`config.mk`:
```
export PLATFORM = sky130hd
export DESIGN_NAME = aukv_wb_stage
export DESIGN_NICKNAME = d
export VERILOG_FILES = /design/src/rtl/aukv_wb_stage.sv
export SDC_FILE = /design/constraint.sdc
export NUM_CORES = 1
export LEC_CHECK = 0
export ABC_AREA = 0
export CAP_MARGIN = 20
export CORE_MARGIN = 5
export CORE_UTILIZATION = 30
export CTS_CLUSTER_DIAMETER = 60
export DETAILED_ROUTE_END_ITERATION = 10
export PLACE_DENSITY = 0.58
export SLEW_MARGIN = 10
export SYNTH_ARGS = -nofsm -noshare
export SYNTH_HDL_FRONTEND = slang
export SYNTH_SLANG_ARGS = --single-unit
```
`constraint.sdc`:
```
create_clock -name i_clk -period 3.5 [get_ports i_clk]
set_clock_uncertainty 0.05 [all_clocks]
set_input_delay 1.05 -clock i_clk [delete_from_list [all_inputs] [get_ports i_clk]]
set_output_delay 1.05 -clock i_clk [all_outputs]
set_load 0.005 [all_outputs]
```
`src/rtl/aukv_wb_stage.sv`:
```
// Writeback stage: retires one instruction at a time into the GPR write port and counts retirements.
// Latency: ALU results 1 cycle after accept, loads 1 cycle after the data-memory response.
// Backpressure: o_ready drops for the whole time a load waits on memory; i_valid is ignored then.
module aukv_wb_stage #(
    parameter int P_TIMEOUT = 255,
    parameter int P_CNT_W   = 32
) (
    input  logic               i_clk,
    input  logic               i_rstn,
    input  logic               i_valid,
    output logic               o_ready,
    input  logic [4:0]         i_rd_addr,
    input  logic               i_rd_we,
    input  logic               i_is_load,
    input  logic [2:0]         i_funct3,
    input  logic [1:0]         i_addr_lo,
    input  logic [31:0]        i_alu_result,
    input  logic               i_dmem_rvalid,
    input  logic [31:0]        i_dmem_rdata,
    output logic               o_we,
    output logic [4:0]         o_rd_addr,
    output logic [31:0]        o_data,
    output logic [P_CNT_W-1:0] o_instret,
    output logic               o_err
);

    typedef enum logic {
        IDLE     = 1'b0,
        WAIT_MEM = 1'b1
    } state_t;

    localparam logic [15:0] TMO_LAST = 16'(P_TIMEOUT - 1);

    state_t      state;
    logic [4:0]  ld_rd;
    logic        ld_we;
    logic [2:0]  ld_funct3;
    logic [1:0]  ld_addr_lo;
    logic [15:0] tmo_cnt;
    logic [31:0] shift_b;
    logic [31:0] shift_h;
    logic [31:0] ld_data;

    assign o_ready = (state == IDLE);

    // Lane select by shifting the addressed byte/halfword down to bit 0.
    always_comb begin
        shift_b = i_dmem_rdata >> {ld_addr_lo, 3'b000};
        shift_h = i_dmem_rdata >> {ld_addr_lo[1], 4'b0000};
        case (ld_funct3)
            3'b000:  ld_data = {{24{shift_b[7]}}, shift_b[7:0]};
            3'b001:  ld_data = {{16{shift_h[15]}}, shift_h[15:0]};
            3'b100:  ld_data = {24'h000000, shift_b[7:0]};
            3'b101:  ld_data = {16'h0000, shift_h[15:0]};
            default: ld_data = i_dmem_rdata;
        endcase
    end

    always_ff @(posedge i_clk or negedge i_rstn) begin
        if (!i_rstn) begin
            state      <= IDLE;
            ld_rd      <= 5'd0;
            ld_we      <= 1'b0;
            ld_funct3  <= 3'd0;
            ld_addr_lo <= 2'd0;
            tmo_cnt    <= 16'd0;
            o_we       <= 1'b0;
            o_rd_addr  <= 5'd0;
            o_data     <= 32'd0;
            o_instret  <= '0;
            o_err      <= 1'b0;
        end else begin
            o_we  <= 1'b0;
            o_err <= 1'b0;
            case (state)
                IDLE: begin
                    // A response with no load outstanding is dropped but still flagged.
                    if (i_dmem_rvalid) begin
                        o_err <= 1'b1;
                    end
                    if (i_valid) begin
                        if (i_is_load) begin
                            ld_rd      <= i_rd_addr;
                            ld_we      <= i_rd_we;
                            ld_funct3  <= i_funct3;
                            ld_addr_lo <= i_addr_lo;
                            tmo_cnt    <= 16'd0;
                            state      <= WAIT_MEM;
                        end else begin
                            if (i_rd_we && (i_rd_addr != 5'd0)) begin
                                o_we      <= 1'b1;
                                o_rd_addr <= i_rd_addr;
                                o_data    <= i_alu_result;
                            end
                            o_instret <= o_instret + P_CNT_W'(1);
                        end
                    end
                end
                WAIT_MEM: begin
                    if (i_dmem_rvalid) begin
                        if (ld_we && (ld_rd != 5'd0)) begin
                            o_we      <= 1'b1;
                            o_rd_addr <= ld_rd;
                            o_data    <= ld_data;
                        end
                        o_instret <= o_instret + P_CNT_W'(1);
                        state     <= IDLE;
                    end else if (tmo_cnt == TMO_LAST) begin
                        o_err <= 1'b1;
                        state <= IDLE;
                    end else begin
                        tmo_cnt <= tmo_cnt + 16'd1;
                    end
                end
                default: state <= IDLE;
            endcase
        end
    end

endmodule

```
==> impl_metrics.env <==
export IMPL_synth_top_family_by_area="simple AND/OR/NAND/NOR gates"
export IMPL_fmax_mhz=348.1
export IMPL_placed_cell_area_um2=7243
export IMPL_gp_congestion=0.8640
export IMPL_core_um2=18020
export IMPL_via_count=4947
export IMPL_total_number_of_nets_in_the_final_design=771
export IMPL_worst_setup_path_type="input port to register"
export IMPL_dp_hpwl_um=12730
export IMPL_synth_ff_latch_count=99
export IMPL_critical_path_buf_inv_count=1
export IMPL_yosys_area_top_type="sky130_fd_sc_hd__dfrtp_1"
export IMPL_clk_pin_slew_ns=0.08
export IMPL_grt_overflow=0
export IMPL_total_wirelength_of_the_detailed_routed_design_um=17210
export IMPL_syn_instance_count=552
export IMPL_port_buffers=151
export IMPL_startpoint_class="input port"
export IMPL_holdBufCountCts=0
export IMPL_postSynthNetCount=635
export IMPL_critical_path_slowest_cell="sky130_fd_sc_hd__a2111oi_4"
export IMPL_floorplan_die_area_um2=21230
export IMPL_worstPathArrival_ns=3.06
export IMPL_yosys_cell_types=63
export IMPL_drt_first_iter_violations=270
export IMPL_fin_total_pwr_uw=4003
export IMPL_syn2layout_area_growth_pct=36.46
export IMPL_final_max_slew_violation_count=0
export IMPL_post_synth_fa_ha_maj_area_fraction_pct=0.6793
export IMPL_maximum_buffer_depth_of_the_clock_tree=2
export IMPL_design_portCount=152
export IMPL_grt_usage_pct=15.62
export IMPL_layout_cells_sized_above_1_pct=9.812
export IMPL_antennaDiodeCount=0
export IMPL_clockRootBuffer="sky130_fd_sc_hd__clkbuf_16"
export IMPL_cts_buffer_count=9
export IMPL_max_cap_violations=0
export IMPL_slew_margin_rel_pct=52.55
export IMPL_final_worst_path_cycle_share_pct=82.07
export IMPL_synth_edf_count=0
export IMPL_crit_path_end_kind="register"
export IMPL_floorplan_initialDensity_pct=30.65
export IMPL_antenna_left=0
export IMPL_synthXorXnorAreaFrac_pct=5.231
export IMPL_finalWorstPathRequiredPeriod_ns=2.872
export IMPL_ir_worst_vdd_mv=0.2383
export IMPL_post_synth_top_area_fraction_pct=44.84
export IMPL_path_depth=5
export IMPL_drt_pass1_iterations=5
export IMPL_post_drt_via_cell_ratio=5.366
export IMPL_worst_slew_pin_transition_ns=0.7117
export IMPL_die_h_um=145.7
export IMPL_grt_pass1_vias=4915
export IMPL_status="finished clean"
export IMPL_tritoncts="yes"
export IMPL_cp_max_fo=8
export IMPL_sequential_share_of_the_synthesized_area_pct=44.84
export IMPL_postLayoutCellArea_um2=7540
export IMPL_slack_of_the_worst_reg_to_reg_path_ns=1.17
export IMPL_antenna_found_initial=1
export IMPL_die_width_um=145.7
export IMPL_post_drt_wl_per_cell_um=18.67
export IMPL_timing_critical_path_cells="clkdlybuf4s50_1, or3b_1, a2111oi_4, nand4_1, xnor2_1"
export IMPL_grt_max_degree=57
export IMPL_timing_critical_path_required_ns=3.69
export IMPL_hold_ws_ns=0.4260
export IMPL_fin_tns_setup_ns=0
export IMPL_placement_rows=49
export IMPL_setup_viol=0
export IMPL_cts_htree_levels=3
export IMPL_grt_setup_unrepaired="no"
export IMPL_synth_area_mux_share_pct=8.424
export IMPL_wire_length_of_the_first_global_routing_pass_um=26930
export IMPL_cp_top_family="simple AND/OR/NAND/NOR gates"
export IMPL_worst_hold_path_type="register to register"
export IMPL_synthMostInstantiatedCell="sky130_fd_sc_hd__dfrtp_1"
export IMPL_mappedNetlistArea_um2=5525
export IMPL_p_leak_uw=0.003135
export IMPL_synth_compound_area_share_pct=14.18
export IMPL_yosys_top_cells_count="sky130_fd_sc_hd__dfrtp_1 (99), sky130_fd_sc_hd__nand2_1 (69), sky130_fd_sc_hd__o21ai_0 (37)"
export IMPL_slowest_delay_ns=0.65
export IMPL_timing_reg2reg_worst_path_depth=4
export IMPL_clkLatencyLatePin_ns=0.35
export IMPL_syn_area_per_cell_um2=10.01
export IMPL_drc=0
export IMPL_synth_yosys_warnings=0
export IMPL_yosys_most_used_dff="sky130_fd_sc_hd__dfrtp_1"
export IMPL_post_synth_main_area_contributors="sky130_fd_sc_hd__dfrtp_1 (45%), sky130_fd_sc_hd__nand2_1 (4.7%), sky130_fd_sc_hd__o21ai_0 (3.4%), sky130_fd_sc_hd__xor2_1 (3.2%), sky130_fd_sc_hd__mux2_2 (3.1%)"
export IMPL_total_of_cells_resized_after_clock_tree_synthesis=0
export IMPL_cts_setup_buffers=0
export IMPL_ys_async_sr_fraction_pct=100.0
export IMPL_synthSimpleGateAreaFrac_pct=23.17
export IMPL_clock_sinks=99
export IMPL_hold_viol=0
export IMPL_powerDensity_nw_per_um2=530.9
export IMPL_cell_count_of_the_worst_hold_path=1
-- report_power, final --
part / total [µW] / internal, µW / leakage, µW / switching [µW]
clock network: 992 / 503 / 0.000139 / 489
registers: 1690 / 1420 / 0.00124 / 266
logic: 1320 / 799 / 0.00176 / 524
-- cell usage in the layout, fill, tap and decap left out, types with 15 or more instances in the layout --
cell / count
sky130_fd_sc_hd__a31oi_1: 15
sky130_fd_sc_hd__clkdlybuf4s50_1: 150
sky130_fd_sc_hd__mux2i_1: 15
sky130_fd_sc_hd__and3b_1: 15
sky130_fd_sc_hd__o21ai_0: 37
sky130_fd_sc_hd__nand2_1: 69
sky130_fd_sc_hd__dfrtp_1: 99
sky130_fd_sc_hd__nand4_1: 15
sky130_fd_sc_hd__nor2_1: 16
sky130_fd_sc_hd__mux2_2: 15
sky130_fd_sc_hd__nor3_1: 18
sky130_fd_sc_hd__xor2_1: 20
sky130_fd_sc_hd__a22oi_1: 16
-- stage by stage --
| step | worst slack (ns) | instances | utilization (%) |
|---|---|---|---|
| 2_1_floorplan | 0.9875 | 552 | - |
| 3_3_place_gp | 0.2828 | 906 | 40.18 |
| 3_5_place_dp | 0.2548 | 906 | 40.18 |
| 4_1_cts | 0.6511 | 922 | 41.83 |
| 5_1_grt | 0.5171 | 922 | 41.83 |
| 6_report | 0.6276 | 922 | 41.83 |
-- metal layers --
| metal | vias up | share of wire [%] | wire (µm) | track usage (%) |
|---|---|---|---|---|
| li1 | 2290 | - | - | - |
| met1 | 2448 | 44 | 7574 | 20.36 |
| met2 | 182 | 47 | 8073 | 24.91 |
| met3 | 25 | 6.8 | 1173 | 4.703 |
| met4 | 2 | 2.2 | 376 | 4.991 |
| met5 | - | 0.076 | 13 | 0 |
-- logic make-up after synthesis --
family / count (synthesis)
compound gates: 120
xor+xnor: 33
simple gates: 212
mux: 42
fa+ha+maj: 3
buf+inv: 43
flops: 99
-- area by class of cell --
| class | instances | area (µm²) |
|---|---|---|
| repair buffers | 158 | 1587 |
| fillers | 1727 | 10490 |
| clock buffers | 9 | 225.2 |
| clock inverters | 7 | 71.32 |
| flip-flops and latches | 99 | 2477 |
| well taps | 229 | 286.5 |
| inverters | 10 | 37.54 |
| multi-input cells | 410 | 2855 |
-- state kept, by name (all words and copies together), names as in the netlist --
signal      flops
o_data         32
o_instret      32
tmo_cnt        16
ld_rd           5
o_rd_addr       5
ld_funct3       3
ld_addr_lo      2
ld_we           1
o_err           1
o_we            1
state           1
-- final timing paths --
| kind | from | end |
|---|---|---|
| min reg2reg | tmo_cnt[5] | tmo_cnt[5] |
| min | tmo_cnt[5] | tmo_cnt[5] |
| min in group asynchronous | i_rstn | o_data[29] |
| max reg2reg | ld_addr_lo[1] | o_data[15] |
| max | i_valid | o_instret[23] |
| max in group asynchronous | i_rstn | tmo_cnt[4] |
No activity file was read; power rests on OpenSTA's default activity.
==> variant (config.mk and constraints unchanged) <==
Set the parameter `P_CNT_W` to 36 (it was 32).
--- a/src/rtl/aukv_wb_stage.sv
+++ b/src/rtl/aukv_wb_stage.sv
@@ -5,3 +5,3 @@
     parameter int P_TIMEOUT = 255,
-    parameter int P_CNT_W   = 32
+    parameter int P_CNT_W   = 36
 ) (
Interface: changed (resized o_instret); port bits go from 152 to 156. No check against the original RTL was run, so the function may have changed too.
==> variant against the original RTL <==
Worst setup slack improved by 0.086 ns; power shrank 1.5%; clock power fell by 2.2%; wire length rose by 6.2%; final area up 3.4%; synthesized area is 3.3% higher; sequential cell count increased by 4; critical path type unchanged.
==> variant: results (changes against the original RTL) <==
Critical Path Fanout Max=16 (+8); Multi-input comb cells=438 (+6.8%); Reg2Reg Depth=5 (+1); met3 wire len=1.10 mm (-6.2%); Signal buffers=172 (+8.9%); via count=5312 (+7.4%); initial antenna violation count=2 (+1); relative slew slack=34.0% (-19 points); placed inst area=0.00751 sq mm (+3.7%); Distinct cells, synth=57 (-9.5%); RD Place Congestion=0.852 (-1.4%); Top Registers=o_instret x36, o_data x32, tmo_cnt x16; Final nets=824 (+6.9%); post-detail-place hpwl=13.4 mm (+5.2%); VDD IR-drop max=268 uV (+13%); syn_nets=683 (+7.6%); First DRT Iteration DRCs=334 (+24%); outcome=complete, no violations; Seq/Total Area, Yosys=45.1% (+0.31 points); CP endpoint=o_data[12]; register area=0.00258 sq mm (+4.0%); first-pass GRT wire length=29.3 mm (+8.8%); arrival time worst endpoint=2.97 ns (-0.09 ns); gr usage total=16.6% (+0.95 points); Inverters=17 (+7); met2 wire length=8.59 mm (+6.4%); layout cells sized above 1=6.84% (-3.0 points); CLK BUF=12 (+3); buffering overhead=21.7% (+0.62 points); starting density of the core=30.5% (-0.13 points); clk sinks=103 (+4.0%); largest cells by area after synthesis=dfrtp_1, nand2_1, mux2i_1; wire length on met1=8.20 mm (+8.3%); PwrDens=506 mW/mm^2 (-4.8%); Post-synth top cells=dfrtp_1, nand2_1, nor2_1; clock tree cell share of total cell area=3.66% (-0.28 points); port bufs=155 (+2.6%); drt first pass iters=6 (+1); met1 Use GR=22.0% (+1.7 points); static leakage=0.00333 uW (+6.4%)
-- variant: changes by cell type after synthesis, moves of 9 or more --
cell | unedited run | this run
o21ai_0 | 37 | 16
o31ai_1 | 4 | 20
a22oi_1 | 16 | 7
a221oi_1 | 0 | 17
nor2_1 | 16 | 44
mux2_1 | 11 | 0
nor3_1 | 18 | 5
nor4_1 | 1 | 13
nand3_1 | 10 | 42
-- variant: per-stage QoR --
| stage | cells | util, % | setup WS (ns) |
|---|---|---|---|
| 2_1_floorplan | 600 | - | 0.878 |
| 3_5_place_dp | 964 | 40.2 | 0.344 |
| 5_1_grt | 980 | 41.7 | 0.612 |
| 6_report | 980 | 41.7 | 0.713 |
| 3_3_place_gp | 964 | 40.2 | 0.376 |
| 4_1_cts | 980 | 41.7 | 0.722 |
-- variant: kinds of logic after synthesis --
logic type | share of synthesized area (%)
AND/OR/NAND/NOR | 23.7
AO/OA/AOI/OAI | 14.2
flip-flops | 45.1
buffers and inverters | 4.30
XOR/XNOR | 5.68
multiplexers | 6.33
adder cells (fa/ha/maj) | 0.658
-- variant: critical path: cells and delay by family --
kind            cells  cell delay, ns
buf+inv             3            0.97
mux                 1            0.38
compound gates      1            0.06
simple gates        2            0.50
-- variant: how the worst min path moves through the flow --
stage / startpoint / endpoint / slack, ns
floorplan: ld_rd[4] / ld_rd[4] / 0.41
global placement: o_instret[35] / o_instret[35] / 0.42
detailed placement: o_instret[35] / o_instret[35] / 0.42
CTS: o_instret[35] / o_instret[35] / 0.45
global route: o_instret[35] / o_instret[35] / 0.47
finish: o_instret[35] / o_instret[35] / 0.44
-- variant: power breakdown --
group	leakage, uW	internal, uW	switching [uW]
clock	0.000135	523	446
combinational	0.00188	752	558
sequential	0.00132	1440	225
total	0.00333	2710	1230
